===== src/rtl/sr_ff_pkg.sv =====
// Shared types and next-state function for the sr_ff_bank set/reset flip-flop bank.
package sr_ff_pkg;

  typedef enum logic [1:0] {
    MODE_RST_DOM = 2'b00,
    MODE_SET_DOM = 2'b01,
    MODE_JK      = 2'b10,
    MODE_HOLD    = 2'b11
  } sr_mode_t;

  // Next Q for one channel given effective set/reset requests and the conflict mode.
  function automatic logic sr_next(input logic q, input logic s, input logic r,
                                   input sr_mode_t mode);
    logic q_n;
    q_n = q;
    case ({s, r})
      2'b01:   q_n = 1'b0;
      2'b10:   q_n = 1'b1;
      2'b11: begin
        case (mode)
          MODE_RST_DOM: q_n = 1'b0;
          MODE_SET_DOM: q_n = 1'b1;
          MODE_JK:      q_n = ~q;
          default:      q_n = q;
        endcase
      end
      default: q_n = q;
    endcase
    return q_n;
  endfunction

endpackage


===== src/rtl/sr_ff_cell.sv =====
// One channel of sr_ff_bank: optional S/R rising-edge detect, Q/Qb flops and change pulse.
// Edge detection is compiled in with SR_FF_BANK_EDGE_EN.
module sr_ff_cell
  import sr_ff_pkg::*;
#(
  parameter logic RESET_VAL = 1'b0
) (
  input  logic     i_clk,
  input  logic     i_reset,
  input  logic     i_en,
  input  sr_mode_t i_mode,
  input  logic     i_s,
  input  logic     i_r,
  output logic     o_q,
  output logic     o_qb,
  output logic     o_changed,
  output logic     o_chg_c
);

  logic r_q;
  logic r_qb;
  logic r_changed;
  logic w_s;
  logic w_r;
  logic w_q_next;
  logic w_chg;

`ifdef SR_FF_BANK_EDGE_EN
  logic r_s_d;
  logic r_r_d;

  // Request history advances only on enabled edges so a frozen request is not lost.
  always_ff @(posedge i_clk) begin
    if (i_reset) begin
      r_s_d <= 1'b0;
      r_r_d <= 1'b0;
    end else if (i_en) begin
      r_s_d <= i_s;
      r_r_d <= i_r;
    end
  end

  assign w_s = i_s & ~r_s_d;
  assign w_r = i_r & ~r_r_d;
`else
  assign w_s = i_s;
  assign w_r = i_r;
`endif

  always_comb begin
    w_q_next = r_q;
    if (i_en) begin
      w_q_next = sr_next(r_q, w_s, w_r, i_mode);
    end
    w_chg = w_q_next ^ r_q;
  end

  // Qb is stored separately, loaded with the complement of the same value as Q.
  always_ff @(posedge i_clk) begin
    if (i_reset) begin
      r_q       <= RESET_VAL;
      r_qb      <= ~RESET_VAL;
      r_changed <= 1'b0;
    end else begin
      r_q       <= w_q_next;
      r_qb      <= ~w_q_next;
      r_changed <= w_chg;
    end
  end

  assign o_q       = r_q;
  assign o_qb      = r_qb;
  assign o_changed = r_changed;
  assign o_chg_c   = w_chg;

endmodule


===== src/rtl/sr_ff_bank.sv =====
// Bank of WIDTH set/reset flip-flops with selectable conflict mode and a saturating change counter.
// Optional per-channel rising-edge request detection via SR_FF_BANK_EDGE_EN.
module sr_ff_bank
  import sr_ff_pkg::*;
#(
  parameter int unsigned      WIDTH     = 8,
  parameter int unsigned      CNT_W     = 8,
  parameter logic [WIDTH-1:0] RESET_VAL = '0
) (
  input  logic             clk,
  input  logic             Reset,
  input  logic             en,
  input  logic [1:0]       mode,
  input  logic [WIDTH-1:0] S,
  input  logic [WIDTH-1:0] R,
  input  logic             clr_cnt,
  output logic [WIDTH-1:0] Q,
  output logic [WIDTH-1:0] Qb,
  output logic [WIDTH-1:0] changed,
  output logic [CNT_W-1:0] chg_cnt
);

  logic [WIDTH-1:0] w_chg;
  logic             w_any_chg;
  sr_mode_t         w_mode;
  logic [CNT_W-1:0] r_cnt;

  assign w_mode = sr_mode_t'(mode);

  for (genvar i = 0; i < WIDTH; i++) begin : g_cell
    sr_ff_cell #(
      .RESET_VAL (RESET_VAL[i])
    ) u_cell (
      .i_clk     (clk),
      .i_reset   (Reset),
      .i_en      (en),
      .i_mode    (w_mode),
      .i_s       (S[i]),
      .i_r       (R[i]),
      .o_q       (Q[i]),
      .o_qb      (Qb[i]),
      .o_changed (changed[i]),
      .o_chg_c   (w_chg[i])
    );
  end

  assign w_any_chg = |w_chg;

  // Clear wins over increment; the count sticks at all-ones.
  always_ff @(posedge clk) begin
    if (Reset) begin
      r_cnt <= '0;
    end else if (clr_cnt) begin
      r_cnt <= '0;
    end else if (w_any_chg && (r_cnt != {CNT_W{1'b1}})) begin
      r_cnt <= r_cnt + CNT_W'(1);
    end
  end

  assign chg_cnt = r_cnt;

endmodule


===== config.mk =====
export PLATFORM = sky130hd
export DESIGN_NAME = sr_ff_bank
export DESIGN_NICKNAME = d
export VERILOG_FILES = /design/src/rtl/sr_ff_pkg.sv /design/src/rtl/sr_ff_cell.sv /design/src/rtl/sr_ff_bank.sv
export SDC_FILE = /design/constraint.sdc
export NUM_CORES = 1
export LEC_CHECK = 0
export CAP_MARGIN = 10
export CORE_AREA = 2 2 65 67
export DETAILED_ROUTE_END_ITERATION = 10
export DIE_AREA = 0 0 67 69
export PLACE_DENSITY = 0.79
export SYNTH_ARGS = -nofsm -noshare
export SYNTH_HDL_FRONTEND = slang
export SYNTH_SLANG_ARGS = --single-unit

===== constraint.sdc =====
create_clock -name clk -period 2.2 [get_ports clk]
set_input_delay 0.22 -clock clk [delete_from_list [all_inputs] [get_ports clk]]
set_output_delay 0.22 -clock clk [all_outputs]
set_load 0.02 [all_outputs]

== Yosys cells after proc, flatten, opt, wreduce, memory -nomap -nowiden ==
Index checks and enable logic that the tools add are counted.
Word-level totals
  input port bits: 22
  register bits: 32
  word-level logic and storage cells: 105
Cells by class
  multiplexer cells: 24
  bitwise gates (word level): 24
  eq/ne operators: 27
  add/subtract/negate cells: 1
  reductions and logical operators: 4
Operators with widths (count)
  1-bit case mux with 3 select lines: 16
  2-bit equality test, second input constant: 17
  2-bit by 1-bit equality test with 1-bit output, second input constant: 9
  1-bit inverter: 16
  8-bit by 1-bit adder with 8-bit output, second input constant: 1
  1-bit 2-to-1 mux: 8
  8-bit inequality test, second input constant: 1
  8-bit OR reduction: 1
  1-bit bitwise XOR: 8
  2-bit zero test: 1
  2-bit OR reduction: 1
  1-bit logical AND: 1

== Logic depth before layout (Yosys ltp) ==
Gate-level depths: netlist (run 1).
  depth after elaboration: 7
  gate-level depth with buffers: 8

== Modules after synthesis ==
A second synthesis (run 1) with hierarchy kept.
Second synthesis, totals
  cell total of the unflattened synthesis: 182
  area total of the unflattened synthesis: 1569.0 um^2
By module, submodules not included
  sr_ff_cell: area each 142.6 um^2, instances 8, seq. area each 60.1 um^2, cells each 17
  sr_ff_bank: area each 427.9 um^2, instances 1, seq. area each 160.2 um^2, cells each 46

== Least setup slack after synthesis (run 1) ==
No wires, ideal clock.
  path kind: input -> register
  from: input mode[0]
  to: register r_cnt[5] (netlist: chg_cnt[5])
  arrival time: 1.623 ns
  buffers on the path: 1
  slack: 0.506 ns
  library setup time: 0.072 ns
  stages on the path: 8
  data required time: 2.128 ns
  cell sequence: buf_2 nor2_2 a31oi_1 and3_1 nor4_4 a21oi_4 nand4_1 mux2i_1
On the way
  word-level cells in the longest chain between the ends: 7
  elaborated cells between the ends (all ways): 37
  classes of those cells: eq/ne (2); mux (24); bitwise (8); reduce/logical (3)
RTL lines
  from (decl): line sr_ff_bank.sv:13  | input logic [1:0] mode,
  2-bit equality test, or another cell as far along: line sr_ff_pkg.sv:20  | case (mode)
  1-bit case mux with 3 select lines: line sr_ff_pkg.sv:20
  1-bit case mux with 3 select lines: line sr_ff_pkg.sv:16  | case ({s, r})
  1-bit 2-to-1 mux: line sr_ff_cell.sv:52  | if (i_en) begin
  1-bit bitwise XOR: line sr_ff_cell.sv:55  | w_chg = w_q_next ^ r_q;
  8-bit OR reduction *: line sr_ff_bank.sv:47  | assign w_any_chg = |w_chg;
  1-bit logical AND *: line sr_ff_bank.sv:55  | end else if (w_any_chg && (r_cnt != {CNT_W{1'b1}})) begin
  to (signal assigned): line sr_ff_bank.sv:56  | r_cnt <= r_cnt + CNT_W'(1);
  to (decl): line sr_ff_bank.sv:26  | logic [CNT_W-1:0] r_cnt;
Mark *: on every way between the ends. The rest lies on a longest branch, timed or not.
A chain may end at the register's enable or synchronous reset.

== Worst setup path in the final report (run 1) ==
  from: register g_cell[4].u_cell.r_q
  to: register r_cnt[5] (netlist: chg_cnt[5])
On the way
  word-level cells in the longest chain between the ends: 7
RTL lines
  from (decl): line sr_ff_cell.sv:20  | logic r_q;
  from (signal assigned): line sr_ff_cell.sv:65  | r_q <= w_q_next;
  1-bit inverter: line sr_ff_pkg.sv:23  | MODE_JK: q_n = ~q;
  1-bit case mux with 3 select lines: line sr_ff_pkg.sv:20
  1-bit case mux with 3 select lines: line sr_ff_pkg.sv:16
  1-bit 2-to-1 mux: line sr_ff_cell.sv:52
  1-bit bitwise XOR *: line sr_ff_cell.sv:55
  8-bit OR reduction *: line sr_ff_bank.sv:47
  1-bit logical AND *: line sr_ff_bank.sv:55
Marks and branches as above.

==> results of run 1 <==
-- power by group --
part	switching, mW	leakage [nW]	total, mW	internal (mW)
Combinational	0.155	0.615	0.314	0.159
Sequential	0.0234	0.262	0.631	0.608
Clock	0.192	0.0503	0.470	0.278
-- placed cells by master, fill, tap and decap left out --
master	instances
sky130_fd_sc_hd__nor4_4	1
sky130_fd_sc_hd__o21ai_1	2
sky130_fd_sc_hd__nor3_1	7
sky130_fd_sc_hd__ha_1	1
sky130_fd_sc_hd__a21oi_1	13
sky130_fd_sc_hd__dlymetal6s2s_1	2
sky130_fd_sc_hd__a31oi_1	12
sky130_fd_sc_hd__nor2_1	6
sky130_fd_sc_hd__nand2b_1	1
sky130_fd_sc_hd__inv_1	15
sky130_fd_sc_hd__a21o_1	1
sky130_fd_sc_hd__and4_4	1
sky130_fd_sc_hd__nand2_1	16
sky130_fd_sc_hd__nor2b_1	12
sky130_fd_sc_hd__buf_4	12
sky130_fd_sc_hd__or3_1	1
sky130_fd_sc_hd__nand4_1	5
sky130_fd_sc_hd__a31o_1	2
sky130_fd_sc_hd__mux2i_1	8
sky130_fd_sc_hd__clkbuf_8	7
sky130_fd_sc_hd__a211oi_1	8
sky130_fd_sc_hd__xnor2_1	4
sky130_fd_sc_hd__buf_12	1
sky130_fd_sc_hd__and3_1	12
sky130_fd_sc_hd__o21ai_0	15
sky130_fd_sc_hd__clkdlybuf4s50_1	51
sky130_fd_sc_hd__dfxtp_1	32
sky130_fd_sc_hd__nor2_4	1
sky130_fd_sc_hd__and3_4	1
sky130_fd_sc_hd__nand3_1	9
sky130_fd_sc_hd__a21oi_4	1
-- cells by family (layout without fill, tap and decap cells) --
| family | after synthesis | after routing | share of synthesized area |
|---|---|---|---|
| simple gates | 73 | 73 | 0.229 |
| compound gates | 54 | 54 | 0.184 |
| buf+inv | 48 | 88 | 0.156 |
| flops | 32 | 32 | 0.360 |
| mux | 8 | 8 | 0.0450 |
| xor+xnor | 4 | 4 | 0.0197 |
| fa+ha+maj | 1 | 1 | 0.00704 |
-- state kept, by name, indices dropped and copies added (netlist names) --
name / cells
chg_cnt: 8
g_cell.u_cell.o_changed: 8
g_cell.u_cell.o_q: 8
g_cell.u_cell.o_qb: 8
-- metrics by stage --
stage | hold slack, ns | utilization
2_1_floorplan | 0.333 | -
3_3_place_gp | 0.477 | 0.578
3_5_place_dp | 0.478 | 0.578
4_1_cts | 0.487 | 0.602
5_1_grt | 0.524 | 0.605
6_report | 0.484 | 0.605
-- synth_stat cells (all sizes together) --
master and n:
dfxtp 32, buf 27, o21ai 17, nand2 16
inv 15, a21oi 14, and3 13, a31oi 12
nor2b 12, nand3 9, a211oi 8, mux2i 8
nor2 7, nor3 7, clkbuf 6, nand4 5
xnor2 4, a31o 2, a21o 1, and4 1
ha 1, nand2b 1, nor4 1, or3 1
-- layout make-up --
class / count / share of cell area
multi-input cells: 140 / 0.366
well taps: 50 / 0.0264
inverters: 15 / 0.0238
flip-flops and latches: 32 / 0.271
clock buffers: 7 / 0.0407
repair buffers: 66 / 0.273
-- worst min path at each step --
stage	from	cells after the start	slack, ns	to
after floorplan	R[0]	1	0.33	g_cell[0].u_cell.o_q$_SDFF_PP0_
after global placement	chg_cnt[1]$_SDFFE_PP0P_	2	0.48	chg_cnt[1]$_SDFFE_PP0P_
after detailed placement	chg_cnt[1]$_SDFFE_PP0P_	2	0.48	chg_cnt[1]$_SDFFE_PP0P_
after CTS	chg_cnt[1]$_SDFFE_PP0P_	2	0.49	chg_cnt[1]$_SDFFE_PP0P_
after global routing	chg_cnt[1]$_SDFFE_PP0P_	2	0.52	chg_cnt[1]$_SDFFE_PP0P_
final	chg_cnt[1]$_SDFFE_PP0P_	2	0.48	chg_cnt[1]$_SDFFE_PP0P_
-- layer usage --
layer	GRT usage	vias to the layer above
met3	0.0375	5
met2	0.270	39
met4	0.0612	0
met1	0.226	708
li1	-	831
met5	0	-
-- worst max-delay path, cell delays in order (launching register included) --
cell and delay [ns]:
sky130_fd_sc_hd__dfxtp_1 0.45, sky130_fd_sc_hd__mux2i_1 0.24, sky130_fd_sc_hd__a31oi_1 0.05, sky130_fd_sc_hd__and3_1 0.22, sky130_fd_sc_hd__nor4_4 0.41, sky130_fd_sc_hd__a21oi_4 0.15, sky130_fd_sc_hd__nand4_1 0.13, sky130_fd_sc_hd__mux2i_1 0.18
-- repair_timing --
action	CTS	global route
endpoints found under the setup margin	0	2
gates resized for setup	0	3
hold endpoints to repair	0	0
==> impl_metrics.py, run 1 <==
metrics = {
    "run_status": {
        "status": "finished, final reports clean",
    },
    "detailed_routing": {
        "wl_um": 3760,
        "met2RoutedLength_um": 1770,
        "drtAntennaViolNets": 0,
        "m1WireLength_um": 1740,
        "initialDrtViolationCount": 90,
        "vias": 1583,
        "drt_first_pass_iters": 4,
        "remaining_drc_errors": 0,
        "route.met3.wl_um": 191,
        "viasPerCell": 5.11,
        "drt-wirelength-per-cell_um": 12.1,
        "top_layer_used": "met4",
    },
    "setup_path": {
        "worstPathMaxFanout": 8,
        "worstReg2RegStart": "g_cell[4].u_cell.o_q$_SDFF_PP0_",
        "worst_r2r_path_depth": 7,
        "startpoint": "g_cell[4].u_cell.o_q$_SDFF_PP0_",
        "worstPathArrival_ns": 2.10,
        "crit_path_end": "chg_cnt[5]$_SDFFE_PP0P_",
        "worst_setup_path_end_kind": "flop",
        "setup.reg_to_reg.worst_slack_ns": 0.30,
        "worstReg2RegEnd": "chg_cnt[5]$_SDFFE_PP0P_",
        "setup.worst_path.start_class": "flop",
        "path_class": "reg2reg",
        "data_required_time_at_the_worst_endpoint_ns": 2.40,
    },
    "grt": {
        "grt_first_pass_wirelength_um": 6260,
        "grt_ovf": 0,
        "grt_util_all_layers": 0.171,
        "first_global_vias": 1369,
        "antenna_violations_before_repair": 0,
        "grt_max_degree": 25,
    },
    "floorplan": {
        "die_area_um2": 4620,
        "coreArea_um2": 3910,
        "dieWidth_um": 67,
        "initial_standard_cell_utilization_of_the_core": 0.454,
        "rows": 23,
        "dieHeight_um": 69,
        "io_pins": 54,
    },
    "power": {
        "total_power_density_per_cell_area_nw_per_um2": 598,
        "p_leak_nw": 0.927,
        "worst_ir_drop_vdd_uv": 266,
        "finalPower_mw": 1.42,
    },
    "clock_network": {
        "htree_levels": 2,
        "tritoncts": "done",
        "clock-root-buffer": "sky130_fd_sc_hd__clkbuf_8",
        "clock-sinks": 32,
        "post-cts-setup-buffer-count": 0,
        "clock_latency_ns": 0.27,
        "cts-root-to-sink-buffers": 2,
        "worst_setup_hold_path_clk_slew_ns": 0.06,
        "cts_buffers": 5,
        "cts_hold_repair.buffers": 0,
    },
    "logic_synthesis": {
        "synth_top_area_share": 0.360,
        "synth_area_leader_cell": "sky130_fd_sc_hd__dfxtp_1",
        "seq_area_frac_synth": 0.360,
        "avg_synthesized_cell_area_um2": 8.08,
        "syn-instance-count": 220,
        "synthTopCellsByArea": "sky130_fd_sc_hd__dfxtp_1, sky130_fd_sc_hd__buf_4, sky130_fd_sc_hd__mux2i_1",
        "synthesis.yosys.warnings": 0,
        "synth-seq-cells": 32,
        "synth.lib_cells_used.distinct": 29,
        "synth_nets": 243,
        "synth_area_um2": 1780,
    },
    "finish": {
        "layout.area.seq_um2": 641,
        "layout.nets": 283,
        "multi_input_comb_area_um2": 866,
        "antennaDiodeCount": 0,
        "finish.cell_count_without_fillers": 310,
        "drive_above_1_share": 0.0962,
        "filler_cell_count": 345,
        "final_cell_area_um2": 2370,
        "area_growth_syn_to_layout_pct": 33.1,
    },
    "timing": {
        "finalHoldViolations": 0,
        "grt_setup_unrepaired": "false",
        "tightest_slew_ns": 0.425,
        "worst_slew_margin_rel": 0.716,
        "achievable-frequency_mhz": 527,
        "setup_violations": 0,
        "layout_min_cycle_time_ns": 1.90,
        "slew_violations": 0,
        "timing.final.crit_share": 0.863,
        "clock-skew-final_ns": 0.00652,
        "post-route-worst-setup-slack_ns": 0.302,
        "finalSetupTns_ns": 0,
    },
    "placed_design": {
        "detailedPlace.worstSlack_ns": -0.130,
        "number_of_buffer_cells_added_on_primary_ports": 53,
        "hpwlAfterDp_um": 2790,
        "post_dp_cell_area_um2": 2260,
        "place_congestion": 0.824,
        "numPlacedInstances": 303,
    },
    "flow_run": {
        "max_cap_viol_count": 0,
    },
    "min_path": {
        "classification_of_the_worst_slack_hold_path": "reg2reg",
    },
}
Note: power is estimated with default switching activity, not from simulation.
==> inputs of run 2 (changes only) <==
--- a/config.mk
+++ b/config.mk
@@ -7,8 +7,10 @@
 export LEC_CHECK = 0
 export CAP_MARGIN = 10
 export CORE_AREA = 2 2 65 67
+export CTS_BUF_LIST = sky130_fd_sc_hd__clkbuf_4 sky130_fd_sc_hd__clkbuf_8 sky130_fd_sc_hd__clkbuf_16
 export DETAILED_ROUTE_END_ITERATION = 10
 export DIE_AREA = 0 0 67 69
+export GPL_TIMING_DRIVEN = 0
 export PLACE_DENSITY = 0.79
 export SYNTH_ARGS = -nofsm -noshare
 export SYNTH_HDL_FRONTEND = slang
==> impl_metrics.py, run 2 (synthesis gave the netlist of run 1 again) <==
metrics = {
    "run_status": {
        "status": "finished, final reports clean",
    },
    "placed_design": {
        "place_congestion": 0.833,
        "detailedPlace.worstSlack_ns": -0.125,
        "number_of_buffer_cells_added_on_primary_ports": 51,
        "hpwlAfterDp_um": 3000,
        "post_dp_cell_area_um2": 2350,
    },
    "detailed_routing": {
        "vias": 1662,
        "initialDrtViolationCount": 58,
        "remaining_drc_errors": 0,
        "drt-wirelength-per-cell_um": 12.0,
        "drtAntennaViolNets": 0,
        "viasPerCell": 5.05,
        "wl_um": 3950,
        "drt_first_pass_iters": 5,
    },
    "finish": {
        "final_cell_mix": "sky130_fd_sc_hd__clkdlybuf4s50_1, sky130_fd_sc_hd__dfxtp_1, sky130_fd_sc_hd__buf_4",
        "layout.area.seq_um2": 641,
        "most_common_cell_after_layout_fill_and_taps_aside": "sky130_fd_sc_hd__clkdlybuf4s50_1",
        "final_core_util": 0.628,
        "filler_cell_count": 382,
        "final_cell_area_um2": 2460,
        "layout.nets": 302,
        "antennaDiodeCount": 0,
        "drive_above_1_share": 0.147,
        "multi_input_comb_area_um2": 861,
        "area_growth_syn_to_layout_pct": 38.1,
    },
    "timing": {
        "finalSetupTns_ns": 0,
        "finalHoldViolations": 0,
        "worst_slew_margin_rel": 0.630,
        "setup_violations": 0,
        "achievable-frequency_mhz": 505,
        "grt_setup_unrepaired": "false",
        "tightest_slew_ns": 0.555,
        "slew_violations": 0,
        "timing.final.crit_share": 0.901,
        "layout_min_cycle_time_ns": 1.98,
        "clock-skew-final_ns": 0.00881,
        "post-route-worst-setup-slack_ns": 0.218,
    },
    "floorplan": {
        "dieHeight_um": 69,
        "dieWidth_um": 67,
        "coreArea_um2": 3910,
        "initial_standard_cell_utilization_of_the_core": 0.454,
        "die_area_um2": 4620,
        "io_pins": 54,
        "rows": 23,
    },
    "clock_network": {
        "clock-sinks": 32,
        "clock_latency_ns": 0.28,
        "clock-root-buffer": "sky130_fd_sc_hd__clkbuf_8",
        "tritoncts": "done",
        "worst_setup_hold_path_clk_slew_ns": 0.06,
        "cts-root-to-sink-buffers": 2,
        "htree_levels": 2,
        "cts_buffers": 5,
    },
    "grt": {
        "grt_first_pass_wirelength_um": 6640,
        "grt_max_degree": 11,
        "grt_ovf": 0,
        "gr-usage-met1": 0.227,
        "grt-busiest-layer": "met2",
        "grt_util_all_layers": 0.182,
        "first_global_vias": 1550,
        "use_met3": 0.0555,
        "groute.layer.met2.usage": 0.293,
        "antenna_violations_before_repair": 0,
    },
    "setup_path": {
        "worst_setup_path_end_kind": "flop",
        "worstPathMaxFanout": 10,
        "setup.worst_path.start_class": "input pin",
        "path_class": "in2reg",
        "setup.reg_to_reg.worst_slack_ns": 0.35,
        "data_required_time_at_the_worst_endpoint_ns": 2.41,
        "worstPathArrival_ns": 2.19,
    },
    "power": {
        "p_leak_nw": 0.981,
        "total_power_density_per_cell_area_nw_per_um2": 588,
        "worst_ir_drop_vdd_uv": 294,
    },
    "min_path": {
        "classification_of_the_worst_slack_hold_path": "in2reg",
    },
    "flow_run": {
        "max_cap_viol_count": 0,
    },
}
-- run 2: cell types whose count changed in the layout (fill, tap and decap cells not counted), sizes merged --
cell	change
clkbuf	+6
buf	+15
dlymetal6s2s	-2
-- run 2: metal layers --
metal,part of all wire,vias up
met3,0.044,6
met5,0,-
met1,0.44,748
met4,0.010,0
met2,0.50,43
li1,-,865
-- run 2: final cells by class --
cell class              count  area share
flip-flops and latches     32       0.261
repair buffers             52       0.211
multi-input cells         140       0.350
inverters                  15      0.0229
clock buffers               7      0.0392
well taps                  50      0.0255
plain buffers              33      0.0902
-- run 2: critical path, stage by stage --
cell and delay (ns):
sky130_fd_sc_hd__clkdlybuf4s50_1 0.50, sky130_fd_sc_hd__buf_4 0.18, sky130_fd_sc_hd__nor2b_1 0.17, sky130_fd_sc_hd__a31oi_1 0.09, sky130_fd_sc_hd__and3_1 0.21, sky130_fd_sc_hd__nor4_4 0.27
sky130_fd_sc_hd__buf_4 0.18, sky130_fd_sc_hd__a21oi_4 0.09, sky130_fd_sc_hd__nand4_1 0.11, sky130_fd_sc_hd__mux2i_1 0.17
-- run 2: through the flow --
stage	power, mW	instances	hold WS (ns)
after global placement	0.967	321	0.471
final	1.44	329	0.347
after floorplan	0.842	220	0.333
after CTS	1.45	328	0.347
after global routing	1.52	329	0.382
after detailed placement	0.974	321	0.481
-- run 2: repair_timing --
| item | CTS | global route |
|---|---|---|
| resized for setup | 0 | 2 |
| hold endpoints to repair | 0 | 0 |
| setup endpoints to repair | 0 | 2 |
| setup buffers | 0 | 1 |
| hold buffers | 0 | 0 |
-- run 2: final timing paths --
| check | start | to | cells past startpoint |
|---|---|---|---|
| worst max register to register | g_cell[3].u_cell.o_q$_SDFF_PP0_ | chg_cnt[5]$_SDFFE_PP0P_ | 8 |
| worst max-delay path | mode[1] | chg_cnt[5]$_SDFFE_PP0P_ | 10 |
| worst min-delay path | clr_cnt | chg_cnt[6]$_SDFFE_PP0P_ | 2 |
| worst min register to register | chg_cnt[1]$_SDFFE_PP0P_ | chg_cnt[1]$_SDFFE_PP0P_ | 2 |
-- run 2: power by group --
part           switching (mW)  internal (mW)  total, mW
Clock                   0.199          0.278      0.478
Combinational           0.160          0.174      0.335
Sequential             0.0231          0.608      0.631
